<file path="src/rtl/led_strip_rx_if.sv">
// Purpose: valid/ready stream carrying one received LED word and its position.
// Latency: none, wires only.
// Backpressure: the master holds the word while led_valid=1 and led_ready=0.
interface led_strip_rx_if;
  logic        led_valid;
  logic        led_ready;
  logic [31:0] led_word;
  logic [5:0]  led_index;

  modport master (output led_valid, output led_word, output led_index, input led_ready);
  modport slave  (input led_valid, input led_word, input led_index, output led_ready);
endinterface

</file>
<file path="src/rtl/led_strip_rx.sv">
// Purpose: deserialise an APA102-style LED strip stream into 32-bit LED words.
// Latency: led_valid rises 3 clk edges after c1 first samples the last strip_clk fall.
// Backpressure: one-word holding register; a word arriving while it is full and not
//   being accepted is dropped and flagged on the sticky overrun output.
module led_strip_rx #(
  parameter int NUM_LEDS     = 64,
  parameter int IDLE_TIMEOUT = 4096
) (
  input  logic           clk,
  input  logic           reset,
  input  logic           strip_clk,
  input  logic           strip_data,
  led_strip_rx_if.master led,
  output logic           frame_done,
  output logic           frame_error,
  output logic           overrun
);

  localparam logic [1:0] HUNT = 2'd0;
  localparam logic [1:0] SYNC = 2'd1;
  localparam logic [1:0] WORD = 2'd2;

  localparam int IDLE_W = $clog2(IDLE_TIMEOUT + 1);

  logic              c1, c2, c3, d1, d2, d3;
  logic              bit_stb, bit_val;
  logic [1:0]        state;
  logic [5:0]        zero_cnt;
  logic [4:0]        bit_cnt;
  logic [31:0]       shreg;
  logic [6:0]        led_cnt;
  logic [IDLE_W-1:0] idle_cnt;
  logic [31:0]       word_next;

  // Word as it would stand once the current bit is shifted in.
  assign word_next = {shreg[30:0], bit_val};

  // Synchronise the strip lines; the falling-edge strobe and its data bit are
  // registered once more so the FSM sees a clean single-cycle bit event.
  always_ff @(posedge clk) begin
    if (reset) begin
      c1 <= 1'b0; c2 <= 1'b0; c3 <= 1'b0;
      d1 <= 1'b0; d2 <= 1'b0; d3 <= 1'b0;
      bit_stb <= 1'b0;
      bit_val <= 1'b0;
    end else begin
      c1 <= strip_clk;  c2 <= c1; c3 <= c2;
      d1 <= strip_data; d2 <= d1; d3 <= d2;
      bit_stb <= ~c2 & c3;
      bit_val <= d3;
    end
  end

  // Framing FSM, output holding register, idle watchdog and status flags.
  always_ff @(posedge clk) begin
    if (reset) begin
      state         <= HUNT;
      zero_cnt      <= 6'd0;
      bit_cnt       <= 5'd0;
      shreg         <= 32'd0;
      led_cnt       <= 7'd0;
      idle_cnt      <= '0;
      led.led_valid <= 1'b0;
      led.led_word  <= 32'd0;
      led.led_index <= 6'd0;
      frame_done    <= 1'b0;
      frame_error   <= 1'b0;
      overrun       <= 1'b0;
    end else begin
      frame_done <= 1'b0;
      if (led.led_valid && led.led_ready) begin
        led.led_valid <= 1'b0;
      end

      if (bit_stb) begin
        idle_cnt <= '0;
        case (state)
          HUNT: begin
            if (bit_val) begin
              zero_cnt <= 6'd0;
            end else if (zero_cnt == 6'd31) begin
              state       <= SYNC;
              frame_error <= 1'b0;
              led_cnt     <= 7'd0;
              zero_cnt    <= 6'd0;
            end else if (zero_cnt != 6'h3f) begin
              zero_cnt <= zero_cnt + 6'd1;
            end
          end
          SYNC: begin
            // Every LED word starts with a 1, so zeros here are padding.
            if (bit_val) begin
              state   <= WORD;
              shreg   <= 32'd1;
              bit_cnt <= 5'd1;
            end
          end
          WORD: begin
            if (bit_cnt != 5'd31) begin
              shreg   <= word_next;
              bit_cnt <= bit_cnt + 5'd1;
            end else if (word_next[31:29] != 3'b111) begin
              frame_error <= 1'b1;
              state       <= HUNT;
              zero_cnt    <= 6'd0;
            end else begin
              if (!led.led_valid || led.led_ready) begin
                led.led_word  <= word_next;
                led.led_index <= led_cnt[5:0];
                led.led_valid <= 1'b1;
              end else begin
                overrun <= 1'b1;
              end
              led_cnt <= led_cnt + 7'd1;
              if (led_cnt == 7'(NUM_LEDS - 1)) begin
                frame_done <= 1'b1;
                state      <= HUNT;
                zero_cnt   <= 6'd0;
              end else begin
                state <= SYNC;
              end
            end
          end
          default: begin
            state    <= HUNT;
            zero_cnt <= 6'd0;
          end
        endcase
      end else if (state != HUNT) begin
        if (idle_cnt == IDLE_W'(IDLE_TIMEOUT - 1)) begin
          frame_error <= 1'b1;
          state       <= HUNT;
          zero_cnt    <= 6'd0;
          idle_cnt    <= '0;
        end else begin
          idle_cnt <= idle_cnt + 1'b1;
        end
      end else begin
        idle_cnt <= '0;
      end
    end
  end

endmodule

</file>
<file path="src/flat_wrapper.sv">
// flat-port wrapper written by rule: the top's interface ports become plain ports
module led_strip_rx_flat 
#(
  parameter int NUM_LEDS     = 64,
  parameter int IDLE_TIMEOUT = 4096
)
  (clk, reset, strip_clk, strip_data, frame_done, frame_error, overrun, led_led_valid, led_led_word, led_led_index, led_led_ready);
  led_strip_rx_if led_i ();
  input  logic clk;
  input  logic reset;
  input  logic strip_clk;
  input  logic strip_data;
  output logic frame_done;
  output logic frame_error;
  output logic overrun;
  output wire logic [$bits(led_i.led_valid)-1:0] led_led_valid;
  output wire logic [$bits(led_i.led_word)-1:0] led_led_word;
  output wire logic [$bits(led_i.led_index)-1:0] led_led_index;
  input wire logic [$bits(led_i.led_ready)-1:0] led_led_ready;
  assign led_led_valid = led_i.led_valid;
  assign led_led_word = led_i.led_word;
  assign led_led_index = led_i.led_index;
  assign led_i.led_ready = led_led_ready;
  led_strip_rx #(.NUM_LEDS(NUM_LEDS), .IDLE_TIMEOUT(IDLE_TIMEOUT)) u_core (.clk(clk), .reset(reset), .strip_clk(strip_clk), .strip_data(strip_data), .led(led_i), .frame_done(frame_done), .frame_error(frame_error), .overrun(overrun));
endmodule
</file>
<file path="config.mk">
export PLATFORM = sky130hd
export DESIGN_NAME = led_strip_rx_flat
export DESIGN_NICKNAME = d
export VERILOG_FILES = /design/src/rtl/led_strip_rx_if.sv /design/src/rtl/led_strip_rx.sv /design/src/flat_wrapper.sv
export SDC_FILE = /design/constraint.sdc
export NUM_CORES = 1
export LEC_CHECK = 0
export ABC_AREA = 1
export CAP_MARGIN = 20
export CORE_ASPECT_RATIO = 1.5
export CORE_MARGIN = 5
export CORE_UTILIZATION = 40
export CTS_CLUSTER_DIAMETER = 120
export DETAILED_ROUTE_END_ITERATION = 12
export DONT_BUFFER_PORTS = 1
export PLACE_DENSITY_LB_ADDON = 0.05
export REMOVE_ABC_BUFFERS = 1
export SLEW_MARGIN = 20
export SYNTH_ARGS = -nofsm -noshare
export SYNTH_HDL_FRONTEND = slang
export SYNTH_SLANG_ARGS = --single-unit
</file>
<file path="constraint.sdc">
create_clock -name clk -period 3.13 [get_ports clk]
set_clock_uncertainty 0.1 [all_clocks]
set_input_delay 0.1565 -clock clk [delete_from_list [all_inputs] [get_ports clk]]
set_output_delay 0.1565 -clock clk [all_outputs]
set_load 0.05 [all_outputs]
</file>
==> key figures, run 1 <==
Power
  – Flop pwr share: 0.416
  – Internal power: 2.75 mW
  – Comb power frac: 0.014
  – PwrDens: 638 nW/um^2
  – LEAKAGE: 1.94 nW
  – Share of total power in the clock network: 0.569
  – Maximum VDD drop: 423 uV
  – Switch share: 0.215
  – Net Sw Power: 0.752 mW

Critical path
  – Setup CP Type: flip-flop to flip-flop
  – Crit path top cell by count: ha_1
  – Worst setup EP type: flip-flop
  – Crit path DAT: 3.12 ns
  – WP data required: 3.38 ns
  – Buf/Inv on CP: 3
  – Maximum fanout along the worst path: 37
  – Slowest stage delay, CP: 0.55 ns
  – Family with the most delay on the worst path: buffers and inverters
  – CP startpoint kind: flip-flop
  – Slowest stage cell, crit path: dlygate4sd3_1
  – Worst path cell trace: ha_1 > inv_1 > nor3_1 > ha_1 > nand2_1 > nand4_4 > inv_4 > nand3_1 > a21oi_1 > dlygate4sd3_1

Timing
  – Slew HR: 0.571
  – Final Cycle Share: 0.917
  – Final hold vios: 0
  – Worst slew pin tran: 0.644 ns
  – RSZ-0062 raised after global routing: no
  – TNS Setup: 0 ns
  – Setup violators final: 0
  – Tmin final: 2.87 ns
  – Final Slew Violations: 0
  – Fmax achieved: 349 MHz

Yosys
  – Top_reg_cell synth: dfxtp_1
  – Synthesized cell area: 4760 um^2
  – Asr flop ratio synth: 0
  – Register area share after synthesis: 0.479
  – Most instantiated cells after synthesis: dfxtp_1 (114), nand2_1 (87), a21oi_1 (83)
  – Count leader, synth: dfxtp_1
  – Syn Area/Cell: 7.79 um^2
  – Post-synth EDFFs: 0
  – Synth cell types: 39
  – Yosys top cell by area: dfxtp_1
  – Yosys reg bits: 114
  – Synth warn: 0
  – Synth Instances: 611
  – Yosys top cell area share: 0.479
  – Area contributors post-synth: dfxtp_1 (48%), a21oi_1 (8.7%), nand2_1 (6.9%), inv_1 (5.6%), o21ai_0 (4.8%)

Layout
  – Design area: 5490 um^2
  – Area grow syn2layout: 15.4%
  – Final nets: 621
  – Final Non-Filler Cells: 770
  – Share of layout cells above drive strength 1: 0.106
  – Util after Layout: 0.474
  – Ant diodes: 0

Place
  – Placed cell area: 4800 um^2
  – GPL Wtd Cong: 0.798
  – Placed cell count: 732
  – I/O Buffers: 0
  – Final HPWL DP: 6.23 mm

Drt
  – Drt first pass iters: 4
  – DRC viols: 0
  – Routed WL: 9.97 mm
  – Via total after detailed routing: 3,726
  – Antenna viol nets, final: 0
  – DR WL/cell: 12.9 um
  – Initial drt markers: 117
  – Vias/cell: 4.84

Clock tree
  – Clk Latency, worst-skew pair: 0.41 ns
  – Postcts setup bufs: 0
  – Root Buffer: clkbuf_16
  – Clk pin slew, worst setup/hold paths: 0.06 ns
  – Clock buffer depth: 2
  – TritonCTS Buffers: 17
  – TritonCTS clock tree: built
  – CTS sink count: 114
  – CTS H-Tree Depth: 4

GRT
  – GRT Total Usage: 0.148
  – Vias in the first global route: 3,550
  – Global-route wire length before repair: 16.9 mm
  – Largest net degree at the start of global routing: 72
  – GRT Residual Overflow: 0
  – Initial antenna violation count: 0

Flow run
  – MaxCap Viol Count: 0

Worst hold path
  – Hold WC Path Type: primary input to flip-flop

Run status
  – Status: complete, no violations

Die
  – I/O pin count: 47
  – Core area: 11,600 um^2
  – Die W: 99.1 um
  – Die height: 144 um
  – Initial Utilization: 0.411
  – Die area: 14,200 um^2
  – # rows: 48
[area by class of cell]
| class | count | area (um^2) |
|---|---|---|
| multi-input combinational | 386 | 2010 |
| clock buffer | 18 | 439 |
| clock inverter | 14 | 180 |
| inverter | 78 | 298 |
| fill | 1142 | 6100 |
| tap | 150 | 188 |
| timing repair buffer | 10 | 100 |
| sequential | 114 | 2280 |
[per-layer routing]
layer  track usage  wire (um)  vias to the layer above
li1              -          -                     1974
met1         0.166       4350                     1700
met2         0.259       5090                       37
met3        0.0471        363                       15
met4        0.0583        163                        0
met5             0          0                        -
[registers in the layout, indices dropped and copies added, names as in the netlist, 2 cells and up]
name	count
u_core.state	2
u_core.idle_cnt	13
u_core.shreg	31
u_core.led.led_word	32
u_core.led.led_index	6
u_core.bit_cnt	5
u_core.led_cnt	7
u_core.zero_cnt	6
[worst min-delay path, cell delays in order]
cell and delay [ns]:
inv_1 0.03, buf_4 0.27, nand2_1 0.11, nor2_1 0.04
[kinds of logic after synthesis]
kind of cell,share of synthesized area
simple gates,0.230
flops,0.479
xor+xnor,0.0184
compound gates,0.149
fa+ha+maj,0.0237
buf+inv,0.0991
[power groups by stage]
stage / Combinational (mW) / Sequential (mW) / Clock, mW
after global placement: 0.0330 / 1.49 / 0
after CTS: 0.0512 / 1.46 / 2.05
after global routing: 0.0574 / 1.46 / 2.12
final: 0.0502 / 1.46 / 2.00
after detailed placement: 0.0332 / 1.49 / 0
after floorplan: 0.0243 / 1.49 / 0
[worst paths after layout]
| check | start | end | slack [ns] | cells past startpoint |
|---|---|---|---|---|
| setup reg to reg | u_core.bit_cnt[0] | u_core.shreg[21] | 0.26 | 10 |
| hold reg to reg | u_core.d1 | u_core.d2 | 0.30 | 2 |
| setup / recovery | u_core.bit_cnt[0] | u_core.shreg[21] | 0.26 | 10 |
| hold / removal | reset | u_core.bit_stb | 0.14 | 4 |
[timing repair]
action,4_1_cts,5_1_grt
endpoints found under the setup margin,0,1
hold buffers,6,0
hold endpoints to repair,52,0
gates resized for setup,0,1
[per-stage QoR]
stage	hold WS [ns]	worst slack, ns	power, mW
finish	0.144	0.261	3.50
global route	0.180	0.00334	3.63
CTS	0.139	0.121	3.56
detailed placement	0.137	0.525	1.52
global placement	0.135	0.651	1.52
floorplan	0.126	0.294	1.51
[cell usage in the layout (no fill, tap or decap), types with 3 or more instances in the layout]
| master | n |
|---|---|
| xor2_1 | 5 |
| clkinvlp_4 | 5 |
| clkinv_4 | 3 |
| o21ai_0 | 46 |
| dfxtp_1 | 114 |
| nand2_2 | 6 |
| nor3_1 | 14 |
| nand2_1 | 87 |
| inv_2 | 4 |
| a21oi_1 | 83 |
| inv_6 | 3 |
| xnor2_1 | 5 |
| nand3_1 | 42 |
| clkbuf_16 | 17 |
| nand4_1 | 7 |
| buf_4 | 4 |
| bufinv_16 | 3 |
| nand3_2 | 4 |
| ha_1 | 9 |
| a31oi_1 | 4 |
| inv_1 | 71 |
| dlygate4sd3_1 | 5 |
| nor2_1 | 55 |
Power figures use the tool's default switching activity.
==> run 2: changes to the inputs <==
- ABC_CLOCK_PERIOD_IN_PS: not set -> 3130
- PLACE_DENSITY: not set -> 0.58
- PLACE_DENSITY_LB_ADDON: 0.05 -> not set
==> run 2 against run 1 <==
  * Critical path depth down 1
  * Largest power group unchanged
  * Setup slack better by 0.092 ns
  * Sequential share of layout area down 0.17 points
  * Non-clock buffer count unchanged
  * Highest routed layer unchanged
  * First-iteration DRC count up 35%
  * Fmax up 3.3%
  * Combinational power down 1%
  * Die area unchanged
  * Wire length down 2.5%
  * Utilization up 0.19 points
==> key figures, run 2 (same netlist as run 1, synthesis figures left out) <==
Layout
  – Most frequent cells in the layout: dfxtp_1 (114), nand2_1 (87), a21oi_1 (83) (unchanged)
  – Design area: 5520 um^2 (was 5490 um^2)
  – Largest Register: u_core.led.led_word (unchanged)
  – Final nets: 621 (unchanged)
  – Commonest non-fill, non-tap cell in the layout: dfxtp_1 (unchanged)
  – Fillers: 1,129 (was 1,142)
  – Area grow syn2layout: 15.9% (was 15.4%)
  – Share of layout cells above drive strength 1: 0.102 (was 0.106)
  – Max FFs per register: 32 (unchanged)
  – Biggest regs: u_core.led.led_word x32, u_core.shreg x31, u_core.idle_cnt x13 (unchanged)
  – Ant diodes: 0 (unchanged)

GRT
  – Initial antenna violation count: 0 (unchanged)
  – Largest net degree at the start of global routing: 60 (was 72)
  – GRT Residual Overflow: 0 (unchanged)
  – GRT Total Usage: 0.143 (was 0.148)
  – Global-route wire length before repair: 16.7 mm (was 16.9 mm)
  – Vias in the first global route: 3,716 (was 3,550)

Die
  – Initial Utilization: 0.411 (unchanged)
  – Die height: 144 um (unchanged)
  – Die area: 14,200 um^2 (unchanged)
  – Die W: 99.1 um (unchanged)
  – I/O pin count: 47 (unchanged)
  – Core area: 11,600 um^2 (unchanged)
  – # rows: 48 (unchanged)

Clock tree
  – Clk Latency, worst-skew pair: 0.40 ns (was 0.41 ns)
  – TritonCTS Buffers: 17 (unchanged)
  – Clock buffer depth: 2 (unchanged)
  – CTS H-Tree Depth: 4 (unchanged)
  – Clk pin slew, worst setup/hold paths: 0.05 ns (was 0.06 ns)
  – CTS sink count: 114 (unchanged)
  – Root Buffer: clkbuf_16 (unchanged)
  – TritonCTS clock tree: built (unchanged)

Drt
  – Routed WL: 9.72 mm (was 9.97 mm)
  – Vias/cell: 4.93 (was 4.84)
  – Drt first pass iters: 7 (was 4)
  – DR WL/cell: 12.6 um (was 12.9 um)
  – Via total after detailed routing: 3,793 (was 3,726)
  – Antenna viol nets, final: 0 (unchanged)
  – DRC viols: 0 (unchanged)
  – Initial drt markers: 158 (was 117)

Critical path
  – Maximum fanout along the worst path: 42 (was 37)
  – Crit. Startpoint: u_core.state[0] (was u_core.bit_cnt[0])
  – Reg2reg end: u_core.shreg[21] (unchanged)
  – CP startpoint kind: flip-flop (unchanged)
  – End of the critical path: u_core.shreg[21] (unchanged)
  – Reg2reg path depth: 9 (was 10)
  – Crit path DAT: 2.97 ns (was 3.12 ns)
  – R2r setup slk: 0.35 ns (was 0.26 ns)
  – Worst setup EP type: flip-flop (unchanged)
  – Setup CP Type: flip-flop to flip-flop (unchanged)
  – R2r startpoint: u_core.state[0] (was u_core.bit_cnt[0])
  – WP data required: 3.32 ns (was 3.38 ns)

Place
  – Placed cell area: 4820 um^2 (was 4800 um^2)
  – GPL Wtd Cong: 0.811 (was 0.798)
  – Final HPWL DP: 6.18 mm (was 6.23 mm)
  – I/O Buffers: 0 (unchanged)

Timing
  – TNS Setup: 0 ns (unchanged)
  – Slew HR: 0.639 (was 0.571)
  – RSZ-0062 raised after global routing: no (unchanged)
  – Setup violators final: 0 (unchanged)
  – Worst slew pin tran: 0.541 ns (was 0.644 ns)
  – Tmin final: 2.78 ns (was 2.87 ns)
  – Final Cycle Share: 0.887 (was 0.917)
  – Final Slew Violations: 0 (unchanged)
  – Fmax achieved: 360 MHz (was 349 MHz)
  – Final hold vios: 0 (unchanged)

Flow run
  – MaxCap Viol Count: 0 (unchanged)

Power
  – Final Total Pwr: 3.54 mW (was 3.50 mW)
  – PwrDens: 641 nW/um^2 (was 638 nW/um^2)
  – LEAKAGE: 1.97 nW (was 1.94 nW)
  – Maximum VDD drop: 373 uV (was 423 uV)

Worst hold path
  – Hold Crit Start: reset (unchanged)
  – Hold WC Path Type: primary input to flip-flop (unchanged)

Run status
  – Status: complete, no violations (unchanged)
run 2: cell count changes in the layout (fill, tap and decap cells not counted), sizes merged:
cell	delta
clkinvlp	-5
bufinv	+1
clkbuf	+5
clkinv	+3
inv	-4
run 2: worst max-delay path, cell delays in order, from the launching register on:
cell	delay, ns
dfxtp_1	0.34
inv_1	0.13
ha_1	0.19
buf_4	0.39
nand2_1	0.16
nand4_4	0.12
clkinv_2	0.38
nand3_1	0.21
a21oi_1	0.07
dlygate4sd3_1	0.55
run 2: what timing repair did:
action / CTS / global route
hold buffers: 6 / 0
hold endpoints to repair: 52 / 0
resized for setup: 0 / 0
buffers inserted: 0 / 0
setup endpoints to repair: 0 / 0
run 2: layer usage:
layer  vias up  GRT usage  routed length, um
met1      1728      0.155               4160
met3        27     0.0389                368
met4         0     0.0748                307
met5         -          0                  0
li1       1976          -                  -
met2        62      0.254               4890
run 2: final cells by class:
type	count	area, um^2	area share
Sequential cell	114	2280	0.414
Multi-Input combinational cell	386	2010	0.364
Clock buffer	23	478	0.0866
Inverter	78	297	0.0538
Tap cell	150	188	0.0340
Clock inverter	9	153	0.0277
Timing Repair Buffer	10	113	0.0204
run 2: power by group:
| part | internal, mW | total [mW] | leakage [nW] | switching, mW |
|---|---|---|---|---|
| Combinational | 0.0157 | 0.0497 | 0.743 | 0.0340 |
| Sequential | 1.46 | 1.46 | 0.919 | 0.00324 |
| Clock | 1.39 | 2.03 | 0.311 | 0.636 |
| Total | 2.87 | 3.54 | 1.97 | 0.673 |
run 2: per-stage QoR:
stage / hold slack (ns) / worst slack (ns) / cells / utilization
after floorplan: 0.126 / 0.294 / 578 / -
after global placement: 0.134 / 0.792 / 732 / 0.415
after detailed placement: 0.136 / 0.753 / 732 / 0.415
after CTS: 0.129 / 0.348 / 770 / 0.476
after global routing: 0.174 / 0.193 / 770 / 0.476
final: 0.132 / 0.354 / 770 / 0.476
run 2: worst min path at each step:
stage,slack [ns],end,cells past startpoint
floorplan,0.13,u_core.bit_cnt[1],1
global placement,0.13,u_core.shreg[24],1
detailed placement,0.14,u_core.shreg[21],1
CTS,0.13,u_core.bit_stb,4
global route,0.17,u_core.zero_cnt[2],4
finish,0.13,u_core.idle_cnt[8],3
==> run 3: changes to the inputs <==
- ABC_AREA: 1 -> not set
- CTS_CLUSTER_DIAMETER: 120 -> 40
==> run 3 against run 2 <==
  * Combinational power decreased by 23%
  * Via count decreased by 9.0%
  * Critical endpoint is now u_core.led.led_word[14]
  * Die area is 7.6% lower
  * Largest cell class unchanged
==> key figures, run 3 <==
Run status
  – Status: complete, no violations (unchanged)

GRT
  – Global-route wire length before repair: 15.4 mm (was 16.7 mm)
  – Initial antenna violation count: 0 (unchanged)
  – GRT Total Usage: 0.151 (was 0.143)
  – GRT Residual Overflow: 0 (unchanged)
  – Largest net degree at the start of global routing: 63 (was 60)
  – Vias in the first global route: 3,357 (was 3,716)

Clock tree
  – Clk Latency, worst-skew pair: 0.40 ns (about the same)
  – Post_cts resized: 0 (unchanged)
  – Clock buffer depth: 2 (unchanged)
  – Root Buffer: clkbuf_16 (unchanged)
  – TritonCTS Buffers: 17 (unchanged)
  – CTS sink count: 114 (unchanged)
  – CTS H-Tree Depth: 4 (unchanged)
  – Clk pin slew, worst setup/hold paths: 0.06 ns (was 0.05 ns)
  – Postcts setup bufs: 0 (unchanged)
  – TritonCTS clock tree: built (unchanged)

Drt
  – DR WL/cell: 13.1 um (was 12.6 um)
  – Initial drt markers: 106 (was 158)
  – Via total after detailed routing: 3,451 (was 3,793)
  – Routed WL: 8.99 mm (was 9.72 mm)
  – Antenna viol nets, final: 0 (unchanged)
  – Drt first pass iters: 4 (was 7)
  – Vias/cell: 5.02 (was 4.93)
  – DRC viols: 0 (unchanged)

Place
  – I/O Buffers: 0 (unchanged)
  – Final HPWL DP: 5.84 mm (was 6.18 mm)
  – Placed cell area: 4510 um^2 (was 4820 um^2)
  – GPL Wtd Cong: 0.770 (was 0.811)

Worst hold path
  – Hold WC Path Type: flip-flop to flip-flop (was primary input to flip-flop)

Layout
  – Area grow syn2layout: 18.2% (was 15.9%)
  – Fillers: 1,036 (was 1,129)
  – Ant diodes: 0 (unchanged)
  – Share of layout cells above drive strength 1: 0.0846 (was 0.102)
  – Max FFs per register: 32 (unchanged)
  – Final nets: 545 (was 621)
  – Design area: 5160 um^2 (was 5520 um^2)
  – Biggest regs: u_core.led.led_word x32, u_core.shreg x31, u_core.idle_cnt x13 (unchanged)
  – Most frequent cells in the layout: nand2_1 (146), dfxtp_1 (114), a21oi_1 (71) (was dfxtp_1 (114), nand2_1 (87), a21oi_1 (83))
  – Commonest non-fill, non-tap cell in the layout: nand2_1 (was dfxtp_1)
  – Largest Register: u_core.led.led_word (unchanged)

Power
  – Maximum VDD drop: 339 uV (was 373 uV)
  – LEAKAGE: 1.77 nW (was 1.97 nW)
  – PwrDens: 652 nW/um^2 (was 641 nW/um^2)
  – Final Total Pwr: 3.36 mW (was 3.54 mW)

Timing
  – Slew HR: 0.589 (was 0.639)
  – Setup violators final: 0 (unchanged)
  – Final Slew Violations: 0 (unchanged)
  – Fmax achieved: 366 MHz (was 360 MHz)
  – Final hold vios: 0 (unchanged)
  – RSZ-0062 raised after global routing: no (unchanged)
  – Tmin final: 2.73 ns (was 2.78 ns)
  – TNS Setup: 0 ns (unchanged)
  – Final Cycle Share: 0.874 (was 0.887)
  – Worst slew pin tran: 0.612 ns (was 0.541 ns)

Die
  – I/O pin count: 47 (unchanged)
  – Core area: 10,600 um^2 (was 11,600 um^2)
  – Die area: 13,100 um^2 (was 14,200 um^2)
  – Die height: 138 um (was 144 um)
  – Initial Utilization: 0.410 (was 0.411)
  – # rows: 46 (was 48)
  – Die W: 95.3 um (was 99.1 um)

Yosys
  – Yosys reg bits: 114 (unchanged)
  – Yosys top cell by area: dfxtp_1 (unchanged)
  – Most instantiated cells after synthesis: nand2_1 (146), dfxtp_1 (114), a21oi_1 (71) (was dfxtp_1 (114), nand2_1 (87), a21oi_1 (83))
  – Register area share after synthesis: 0.523 (was 0.479)
  – Synthesized cell area: 4370 um^2 (was 4760 um^2)
  – Count leader, synth: nand2_1 (was dfxtp_1)
  – Area contributors post-synth: dfxtp_1 (52%), nand2_1 (13%), a21oi_1 (8.1%), nor2_1 (3.4%), xor2_1 (2.8%) (was dfxtp_1 (48%), a21oi_1 (8.7%), nand2_1 (6.9%), inv_1 (5.6%), o21ai_0 (4.8%))
  – Post-synth EDFFs: 0 (unchanged)
  – Synth cell types: 42 (was 39)
  – Synth warn: 0 (unchanged)
  – Synth Instances: 525 (was 611)
  – Asr flop ratio synth: 0 (unchanged)
  – Top_reg_cell synth: dfxtp_1 (unchanged)
  – Yosys top cell area share: 0.523 (was 0.479)
  – Syn Area/Cell: 8.32 um^2 (was 7.79 um^2)

Critical path
  – Crit path DAT: 2.99 ns (was 2.97 ns)
  – Worst setup EP type: flip-flop (unchanged)
  – WP data required: 3.38 ns (was 3.32 ns)
  – Setup CP Type: flip-flop to flip-flop (unchanged)
  – Maximum fanout along the worst path: 38 (was 42)
  – R2r setup slk: 0.40 ns (was 0.35 ns)
  – CP startpoint kind: flip-flop (unchanged)

Flow run
  – MaxCap Viol Count: 0 (unchanged)
## run 3: cell count changes in the layout (fill, tap and decap cells not counted), sizes merged, moves of 9 or more
cell | before | now
o21ai | 49 | 7
nor2 | 59 | 40
nand3 | 47 | 18
nor2b | 0 | 9
nor3 | 15 | 5
xor2 | 5 | 14
inv | 76 | 9
nand2 | 95 | 146
a21oi | 83 | 71
## run 3: final cells by class
cell class	count	area (um^2)	area share
Clock inverter	13	135	0.0262
Multi-Input combinational cell	377	1960	0.379
Tap cell	144	180	0.0349
Inverter	7	26.3	0.00509
Sequential cell	114	2280	0.442
Timing Repair Buffer	14	138	0.0267
Clock buffer	19	443	0.0858
## run 3: cells by family (layout without fill, tap and decap cells)
logic type,after synthesis,in the layout,synth area share
mux,2,2,0.00458
buf+inv,34,53,0.0307
fa+ha+maj,9,9,0.0258
simple gates,251,251,0.252
flops,114,114,0.523
xor+xnor,18,18,0.0361
compound gates,97,97,0.129
## run 3: repair_timing
item,in CTS,in global routing
hold buffers,6,0
endpoints found under the setup margin,0,0
endpoints found under the hold margin,60,0
## run 3: path summary, 6_finish.rpt
check | startpoint | end | depth (start not counted)
hold reg to reg | u_core.c2 | u_core.bit_stb | 1
setup reg to reg | u_core.state[0] | u_core.led.led_word[14] | 9
hold / removal | u_core.c2 | u_core.bit_stb | 1
setup / recovery | u_core.state[0] | u_core.led.led_word[14] | 9
## run 3: critical path, cell delays in order, from the launching register on
cell and delay [ns]:
dfxtp_1 0.36, inv_1 0.10, ha_1 0.34, and4_1 0.32, nand3_1 0.16, nor2_2 0.15, buf_4 0.36, nand2_1 0.11
a21oi_1 0.12, dlygate4sd3_1 0.55
## run 3: where the power goes
group	internal, mW	switching (mW)
Clock	1.19	0.679
Sequential	1.46	0.00170
Combinational	0.0120	0.0261
Total	2.66	0.707
## run 3: layer usage
metal	up-vias	track usage	wire, um
met2	56	0.261	4540
met5	-	0	0
li1	1785	-	-
met4	0	0.0650	140
met1	1598	0.164	3890
met3	12	0.0548	423
## run 3: metrics by stage
step,setup slack (ns),instances,util,hold WS (ns)
detailed placement,0.674,650,0.423,0.135
floorplan,-0.385,498,-,0.126
finish,0.395,688,0.485,0.308
CTS,0.366,688,0.485,0.310
global placement,0.726,650,0.423,0.134
global route,0.148,688,0.485,0.323
